### src/rtl/alu_pkg.sv
// Shared definitions for the ALU write-back stage: opcode encodings,
// the stage state enum and the write-opcode decoder.
package alu_pkg;

    localparam int OP_BITS = 5;

    localparam logic [OP_BITS-1:0] OP_NOP  = 5'd0;
    localparam logic [OP_BITS-1:0] OP_LV   = 5'd1;
    localparam logic [OP_BITS-1:0] OP_MLT  = 5'd2;
    localparam logic [OP_BITS-1:0] OP_DIV  = 5'd3;
    localparam logic [OP_BITS-1:0] OP_REST = 5'd4;
    localparam logic [OP_BITS-1:0] OP_SUM  = 5'd5;
    localparam logic [OP_BITS-1:0] OP_CP   = 5'd6;
    localparam logic [OP_BITS-1:0] OP_B    = 5'd7;
    localparam logic [OP_BITS-1:0] OP_BEG  = 5'd8;
    localparam logic [OP_BITS-1:0] OP_SLR  = 5'd9;
    localparam logic [OP_BITS-1:0] OP_GP   = 5'd10;

    typedef enum logic [1:0] {
        RUN   = 2'd0,
        HOLD  = 2'd1,
        FLUSH = 2'd2
    } wb_state_e;

    // True for every opcode that produces a register-file write.
    function automatic logic is_write(input logic [OP_BITS-1:0] op);
        case (op)
            OP_LV, OP_MLT, OP_DIV, OP_REST,
            OP_SUM, OP_CP, OP_SLR, OP_GP: is_write = 1'b1;
            default:                      is_write = 1'b0;
        endcase
    endfunction

endpackage

### src/rtl/wb_flush_ctr.sv
// Loadable down-counter that tracks how many wrong-path beats remain to be
// discarded after a taken branch. Saturates at zero and exposes a zero flag.
module wb_flush_ctr #(
    parameter int W = 2
) (
    input  logic         clk,
    input  logic         rst,
    input  logic         load,
    input  logic [W-1:0] load_val,
    input  logic         dec,
    output logic [W-1:0] count,
    output logic         zero
);

    logic [W-1:0] count_d;
    logic [W-1:0] count_q;

    // Load has priority over decrement; never wrap below zero.
    always_comb begin
        count_d = count_q;
        if (load) begin
            count_d = load_val;
        end else if (dec && (count_q != '0)) begin
            count_d = count_q - 1'b1;
        end
    end

    // Counter register, cleared by the active-low asynchronous reset.
    always_ff @(posedge clk or negedge rst) begin
        if (!rst) begin
            count_q <= '0;
        end else begin
            count_q <= count_d;
        end
    end

    assign count = count_q;
    assign zero  = (count_q == '0);

endmodule

### src/rtl/alu_wb_stage.sv
// Write-back stage behind the ALU: registers the ALU outputs, drives the
// register-file write port, redirects the PC on taken branches and discards
// wrong-path beats during a fixed flush window.
// Optional forwarding tap (fwd_*) is built when ALU_WB_FWD_EN is defined.
module alu_wb_stage
    import alu_pkg::*;
#(
    parameter int DATA_W       = 32,
    parameter int REG_W        = 7,
    parameter int OP_W         = 5,
    parameter int FLUSH_CYCLES = 2
) (
    input  logic              clk,
    input  logic              rst,
    input  logic              in_valid,
    output logic              in_ready,
    input  logic [OP_W-1:0]   op_in,
    input  logic [REG_W-1:0]  rd_in,
    input  logic [DATA_W-1:0] result_in,
    input  logic [REG_W-1:0]  br_tgt_in,
    input  logic              wb_ready,
    output logic              wr_en,
    output logic [REG_W-1:0]  wr_addr,
    output logic [DATA_W-1:0] wr_data,
    output logic              pc_load,
    output logic [REG_W-1:0]  pc_target,
`ifdef ALU_WB_FWD_EN
    output logic              fwd_valid,
    output logic [REG_W-1:0]  fwd_addr,
    output logic [DATA_W-1:0] fwd_data,
`endif
    output logic              flush
);

    localparam int CTR_W = (FLUSH_CYCLES > 0) ? $clog2(FLUSH_CYCLES + 1) : 1;

    wb_state_e         state_d, state_q;
    logic              s1_valid_d, s1_valid_q;
    logic [OP_W-1:0]   s1_op_d, s1_op_q;
    logic [REG_W-1:0]  s1_rd_d, s1_rd_q;
    logic [DATA_W-1:0] s1_result_d, s1_result_q;
    logic [REG_W-1:0]  s1_tgt_d, s1_tgt_q;

    logic              s1_is_wr;
    logic              s1_taken;
    logic              s1_retire;
    logic              in_flush;
    logic              capture;
    logic              discard;
    logic [CTR_W-1:0]  ctr_count;
    logic              ctr_zero;

    // Decode what sits in S1 and derive the handshake. A retiring taken branch
    // refuses the incoming beat so that it becomes the first discarded one.
    always_comb begin
        s1_is_wr  = s1_valid_q & is_write(s1_op_q);
        s1_taken  = s1_valid_q & ((s1_op_q == OP_B) |
                                  ((s1_op_q == OP_BEG) & s1_result_q[0]));
        s1_retire = s1_valid_q & (~s1_is_wr | wb_ready);
        in_flush  = (state_q == FLUSH);
        in_ready  = in_flush | ((~s1_valid_q | s1_retire) & ~s1_taken);
        capture   = in_valid & in_ready & ~in_flush;
        discard   = in_valid & in_flush;
    end

    // Next contents of the stage register: load on capture, empty on retire.
    always_comb begin
        s1_valid_d  = s1_valid_q;
        s1_op_d     = s1_op_q;
        s1_rd_d     = s1_rd_q;
        s1_result_d = s1_result_q;
        s1_tgt_d    = s1_tgt_q;
        if (capture) begin
            s1_valid_d  = 1'b1;
            s1_op_d     = op_in;
            s1_rd_d     = rd_in;
            s1_result_d = result_in;
            s1_tgt_d    = br_tgt_in;
        end else if (s1_retire) begin
            s1_valid_d  = 1'b0;
        end
    end

    // Stage state transitions; the flush window ends on the beat that empties the counter.
    always_comb begin
        state_d = state_q;
        case (state_q)
            RUN: begin
                if (s1_taken && (FLUSH_CYCLES > 0)) begin
                    state_d = FLUSH;
                end else if (s1_is_wr && !wb_ready) begin
                    state_d = HOLD;
                end
            end
            HOLD: begin
                if (wb_ready) begin
                    state_d = RUN;
                end
            end
            FLUSH: begin
                if (ctr_zero || (discard && (ctr_count == CTR_W'(1)))) begin
                    state_d = RUN;
                end
            end
            default: state_d = RUN;
        endcase
    end

    // State and stage register, cleared asynchronously; a held instruction is lost on reset.
    always_ff @(posedge clk or negedge rst) begin
        if (!rst) begin
            state_q     <= RUN;
            s1_valid_q  <= 1'b0;
            s1_op_q     <= '0;
            s1_rd_q     <= '0;
            s1_result_q <= '0;
            s1_tgt_q    <= '0;
        end else begin
            state_q     <= state_d;
            s1_valid_q  <= s1_valid_d;
            s1_op_q     <= s1_op_d;
            s1_rd_q     <= s1_rd_d;
            s1_result_q <= s1_result_d;
            s1_tgt_q    <= s1_tgt_d;
        end
    end

    wb_flush_ctr #(
        .W (CTR_W)
    ) u_flush_ctr (
        .clk      (clk),
        .rst      (rst),
        .load     (s1_taken),
        .load_val (CTR_W'(FLUSH_CYCLES)),
        .dec      (discard),
        .count    (ctr_count),
        .zero     (ctr_zero)
    );

    // Output drive; address/data/target are gated so non-writing ops show nothing.
    always_comb begin
        wr_en     = s1_is_wr & wb_ready;
        wr_addr   = s1_is_wr ? s1_rd_q : '0;
        wr_data   = s1_is_wr ? s1_result_q : '0;
        pc_load   = s1_taken;
        pc_target = s1_taken ? s1_tgt_q : '0;
        flush     = in_flush;
    end

`ifdef ALU_WB_FWD_EN
    // Bypass tap: exposes a pending write, including while it is held.
    always_comb begin
        fwd_valid = s1_is_wr;
        fwd_addr  = s1_is_wr ? s1_rd_q : '0;
        fwd_data  = s1_is_wr ? s1_result_q : '0;
    end
`endif

endmodule

### config.mk
export PLATFORM = sky130hd
export DESIGN_NAME = alu_wb_stage
export DESIGN_NICKNAME = d
export VERILOG_FILES = /design/src/rtl/alu_pkg.sv /design/src/rtl/wb_flush_ctr.sv /design/src/rtl/alu_wb_stage.sv
export SDC_FILE = /design/constraint.sdc
export NUM_CORES = 1
export LEC_CHECK = 0
export ABC_CLOCK_PERIOD_IN_PS = 2600
export CORE_MARGIN = 1
export CORE_UTILIZATION = 50
export CTS_CLUSTER_SIZE = 16
export DETAILED_ROUTE_END_ITERATION = 8
export PLACE_DENSITY = 0.91
export SYNTH_ARGS = -nofsm -noshare
export SYNTH_HDL_FRONTEND = slang
export SYNTH_SLANG_ARGS = --single-unit
### constraint.sdc
create_clock -name clk -period 2.6 [get_ports clk]
set_input_delay 0.52 -clock clk [delete_from_list [all_inputs] [get_ports clk]]
set_output_delay 0.52 -clock clk [all_outputs]
set_load 0.03 [all_outputs]
### After elaboration in Yosys (flattened, before gate mapping)

Memories as Yosys holds them, arrays and structs flattened.
Index checks and enable logic that the tools add are counted.

* register bits after elaboration: 56
* memory bits (read-only): 16
* input bits: 55
* output and inout port bits: 50
* word-level logic and storage cells: 58
* memories kept: 1

* add/subtract/negate cells: 1
* equal/unequal tests: 8
* mux-type cells: 13
* bitwise operators: 17
* reduce and logical (&&, ||, !) cells: 11

Memories
* (no name shown): words 16, width 1, read ports 1, clocked after Yosys merged registers in 0, write ports 0, line alu_pkg.sv:27 `case (op)`

Operators by type and width (count)
* $mux 32: 1
* $mux 7: 2
* $mux 2: 6
* $and 1x1->1: 9
* $pmux 2 s3: 1
* $reduce_bool 2->1: 3
* $eq 5x3->1 const B: 1
* $eq 5x4->1 const B: 1
* $eq 2x1->1 const B: 2
* $logic_not 2->1: 2
* $not 1->1: 4
* $or 1x1->1: 4
* $logic_and 1x1->1: 3
* $mux 1: 3
* $ne 3x3->1 const B: 1
* $reduce_and 3->1: 1
* $eq 2x2->1 const B: 1
* $ne 2x1->1 const B: 1
* $ne 2x2->1 const B: 1
* $sub 2x1->2 const B: 1
* $logic_not 1->1: 1
* $logic_or 1x1->1: 1

### Logic depth before layout (Yosys ltp)

An unclocked memory read counts as a cell.

* depth in word-level cells: 12
* gate-level depth with buffers: 9
* mapped depth without buffers: 6

### Cells and area by module

A second synthesis with hierarchy kept.

* cell total of the unflattened synthesis: 208
* area, all modules: 2894.0 um^2

By module, submodules not included
* alu_wb_stage: instances 1, cells an instance 195, area an instance 2762.6 um^2, seq. area each 1351.3 um^2
* wb_flush_ctr: instances 1, cells an instance 13, area an instance 131.4 um^2, seq. area each 50.0 um^2

### Worst setup path before layout

OpenSTA, ideal clock, no wires.

* kind: flip-flop to output port
* from: register s1_op_q[0]
* to: output port wr_en
* arrival time: 2.020 ns
* data required time: 2.080 ns
* path slack: 0.060 ns
* cell stages (with the launch flop): 8
* buffers on the path: 1
* cell sequence: dfrtp_1 -> inv_1 -> ha_1 -> nor2b_1 -> nor3_1 -> a31oi_1 -> clkbuf_1 -> nor3b_1

* word-level cells in the longest chain between the ends: 4

RTL lines
* start: declaration: line alu_wb_stage.sv:39 `logic [OP_W-1:0] s1_op_d, s1_op_q;`
* start signal: assignment: line alu_wb_stage.sv:121 `s1_op_q <= s1_op_d;`
* $mem_v2 16x1
* $mux 1: line alu_pkg.sv:27
* $and 1x1->1: line alu_wb_stage.sv:56 `s1_is_wr = s1_valid_q & is_write(s1_op_q);`
* $and 1x1->1: line alu_wb_stage.sv:142 `wr_en = s1_is_wr & wb_ready;`
* end: declaration: line alu_wb_stage.sv:22 `output logic wr_en,`

Every way passes these cells.

### Final worst setup path

* from: register s1_op_q[1]
* to: output port wr_data[16]

* word-level cells in the longest chain between the ends: 4

RTL lines
* $mem_v2 16x1
* $mux 1: line alu_pkg.sv:27
* $and 1x1->1: line alu_wb_stage.sv:56
* $mux 32: line alu_wb_stage.sv:144 `wr_data = s1_is_wr ? s1_result_q : '0;`
* end: declaration: line alu_wb_stage.sv:24 `output logic [DATA_W-1:0] wr_data,`

Every way passes these cells.

==> results.ini <==
[sta]
slew_headroom_pct = 34.3
fin_crit_sh_pct = 102
rsz0062_at_grt = yes
hold_violations = 0
skew_ns = 0.0140
setup_slack_ns = -0.0468
setup_viol = 12
tightest_slew_ns = 0.985
fmaxAchievable_ghz = 0.378
fin_crit_ns = 2.65
slew_viol_final = 0

[placement]
port-buffer-count = 104
place_area_mm2 = 0.00516
hpwl_mm = 7.83
gp_congestion = 0.801
dp_cells = 670

[synthesis]
yosysWarningCount = 0
synth_area_per_cell_um2 = 8.29
ys_ff_latch = 56
synth_area_mm2 = 0.00419
postSynthCellCount = 505
yosysUniqueCellTypes = 33
syn_nets = 565
ys_seq_area_share_pct = 33.5

[detailed_routing]
drc = 0
finalWirelength_mm = 14.5
wire_per_inst_um = 20.7
highest_layer = met4
wl_met3_mm = 1.01
dr.pass1.iters = 6
drtIter0Drc = 490
wl_met1_mm = 5.56
via_per_inst = 7.00
wl_met2_mm = 7.45
vias = 4898
ant_nets = 0

[clock_tree]
cts_tree = yes
cts_buffers = 5
htree_levels = 2
clkTransAtPathRegs_ns = 0.11
clock-sinks = 56
clk_path_buf_depth = 2
clk_latency_ns = 0.32
root_buffer = clkbuf_8
postCtsHoldBufs = 0

[global_route]
grt_max_degree = 101
grt-ovfl-total = 0
grt_pass1_vias = 4451
grt_pass1_wl_mm = 21.9
antenna_found_initial = 0
grt_usage_pct = 31.7

[power_and_ir_drop]
vdd_drop_max_v = 0.000914
leakagePower_nw = 2.43
power.density_mw_per_mm2 = 1340
p_total_w = 0.00801

[critical_path]
crit_buf_inv = 4
worstPathCellList = inv_2 -> ha_4 -> nor2b_4 -> nor3_4 -> buf_4 -> a31oi_4 -> buf_6 -> nor3_2 -> buf_4
path_class = register to output pin
crit_arrival_ns = 2.13
cp_slowest_cell = dfrtp_1
slowest_delay_ns = 0.43
critPathTopFamily = buffers and inverters
cp_common_cell = buf_4
critPathLaunchType = register
cp-end-kind = output pin
required_ns = 2.08
critPathMaxFanout = 6

[run_status]
violations = negative setup slack
status = finished, violations left

[final_layout]
n_antenna_cell = 0
drive_gt1_share_pct = 34.3
area_delta_synth_final_pct = 42.7
layout.cells.non_filler = 700
nets = 655
fin_area_mm2 = 0.00597

[floorplan]
core_region_area_mm2 = 0.00818
die_h_um = 93.5
pin_count = 105
start_util_pct = 51.2
die_w_um = 93.5
rows = 33
dieArea_mm2 = 0.00874

[run]
maxCapViolCount = 0

[hold_path]
min-delay-path-class = input pin to asynchronous set/reset pin

[cells by family after synthesis]
family	Yosys count	synth area share (%)
simple gates	199	26.0
compound gates	122	25.7
buf+inv	121	12.9
flops	56	33.5
fa+ha+maj	5	1.49
xor+xnor	1	0.209
mux	1	0.239
[layout by cell type (no fill, tap or decap), types with 9 or more instances in the layout]
master           instances
nand4_1                 93
buf_4                   58
dfrtp_1                 56
clkdlybuf4s50_1         53
inv_1                   52
nand2_1                 47
o221a_2                 43
o211ai_1                43
buf_6                   28
nor3_2                  22
nor3_4                  18
a21oi_1                  9
[worst paths after layout]
path                                   startpoint                          end  slack, ns  cells past startpoint
min in group clk           state_q[0]$_DFFE_PN0P_       state_q[1]$_DFFE_PN0P_       0.47                      1
max in group asynchronous                     rst   s1_result_q[8]$_DFFE_PN0P_       1.73                      2
setup reg to reg           s1_op_q[1]$_DFFE_PN0P_  s1_result_q[19]$_DFFE_PN0P_       0.11                      8
hold / removal                                rst       s1_rd_q[1]$_DFFE_PN0P_       0.24                      1
hold reg to reg            state_q[0]$_DFFE_PN0P_       state_q[1]$_DFFE_PN0P_       0.47                      1
setup / recovery           s1_op_q[1]$_DFFE_PN0P_                  wr_data[16]      -0.05                      9
[flip-flops by register name, summed over array words and instances (netlist names)]
signal / count
u_flush_ctr.count: 2
s1_op_q: 5
s1_tgt_q: 7
s1_result_q: 32
s1_valid_q: 1
state_q: 2
s1_rd_q: 7
[report_power, final]
part | internal (W) | switching, W | total, W
registers | 0.00132 | 0.000285 | 0.00160
logic | 0.00223 | 0.00349 | 0.00572
clock network | 0.000380 | 0.000305 | 0.000684
[worst register-to-register path, cell delays in order (launching register included)]
cell      delay, ns
dfrtp_1        0.43
inv_2          0.08
ha_4           0.17
buf_4          0.14
nand4b_4       0.09
and2_2         0.20
buf_4          0.77
o221a_2        0.35
o211ai_1       0.11
[timing repair]
action	4_1_cts	5_1_grt
hold endpoints to repair	0	0
setup buffers	15	5
gates resized for setup	39	70
endpoints found under the setup margin	41	41
pin swaps	1	15
gates cloned	3	0
[routing by layer]
layer / vias to the layer above / global-route usage [%]
met3: 57 / 3.82
met2: 286 / 54.7
met5: - / 0
met4: 0 / 13.1
met1: 2423 / 40.1
li1: 2132 / -
[per-stage QoR]
stage	hold WS, ns	setup TNS [ns]	utilization [%]	worst slack [ns]
finish	0.245	-0.240	73.1	-0.0468
global route	0.300	-1.80	73.1	-0.114
CTS	0.279	0	68.6	0.00258
detailed placement	0.455	-9.85	63.2	-0.377
global placement	0.430	-7.36	63.2	-0.365
floorplan	0.224	0	-	0.0596
[synthesized netlist by cell type (all sizes together)]
master  instances  area share (%)
a311oi          7             1.5
nand4b          1            0.57
a211oi          7             1.3
or4b            1            0.24
nand2          47             4.2
inv            54             4.8
o31ai           1            0.18
mux2i           1            0.24
nor2            6            0.54
o221a          43              12
nand4          93              14
xnor2           1            0.21
clkbuf         35             3.1
a31oi           1            0.15
o211ai         43             7.7
nand2b          2            0.30
a211o           1            0.21
o32ai           1            0.21
buf            32             4.9
dfrtp          56              33
o311ai          7             1.5
ha              5             1.5
nor2b           3            0.45
nor3b           1            0.18
and2            2            0.30
o41a            1            0.27
a21oi          10             1.2
nor3           41             4.9
nand3b          2            0.45
[area by class of cell]
type	instances	area (um^2)
Fill cell	544	2200
Timing Repair Buffer	147	1410
Sequential cell	56	1400
Clock inverter	2	60.1
Inverter	54	203
Tap cell	105	131
Multi-Input combinational cell	331	2700
Clock buffer	5	68.8
(Power assumes the default switching activity.)
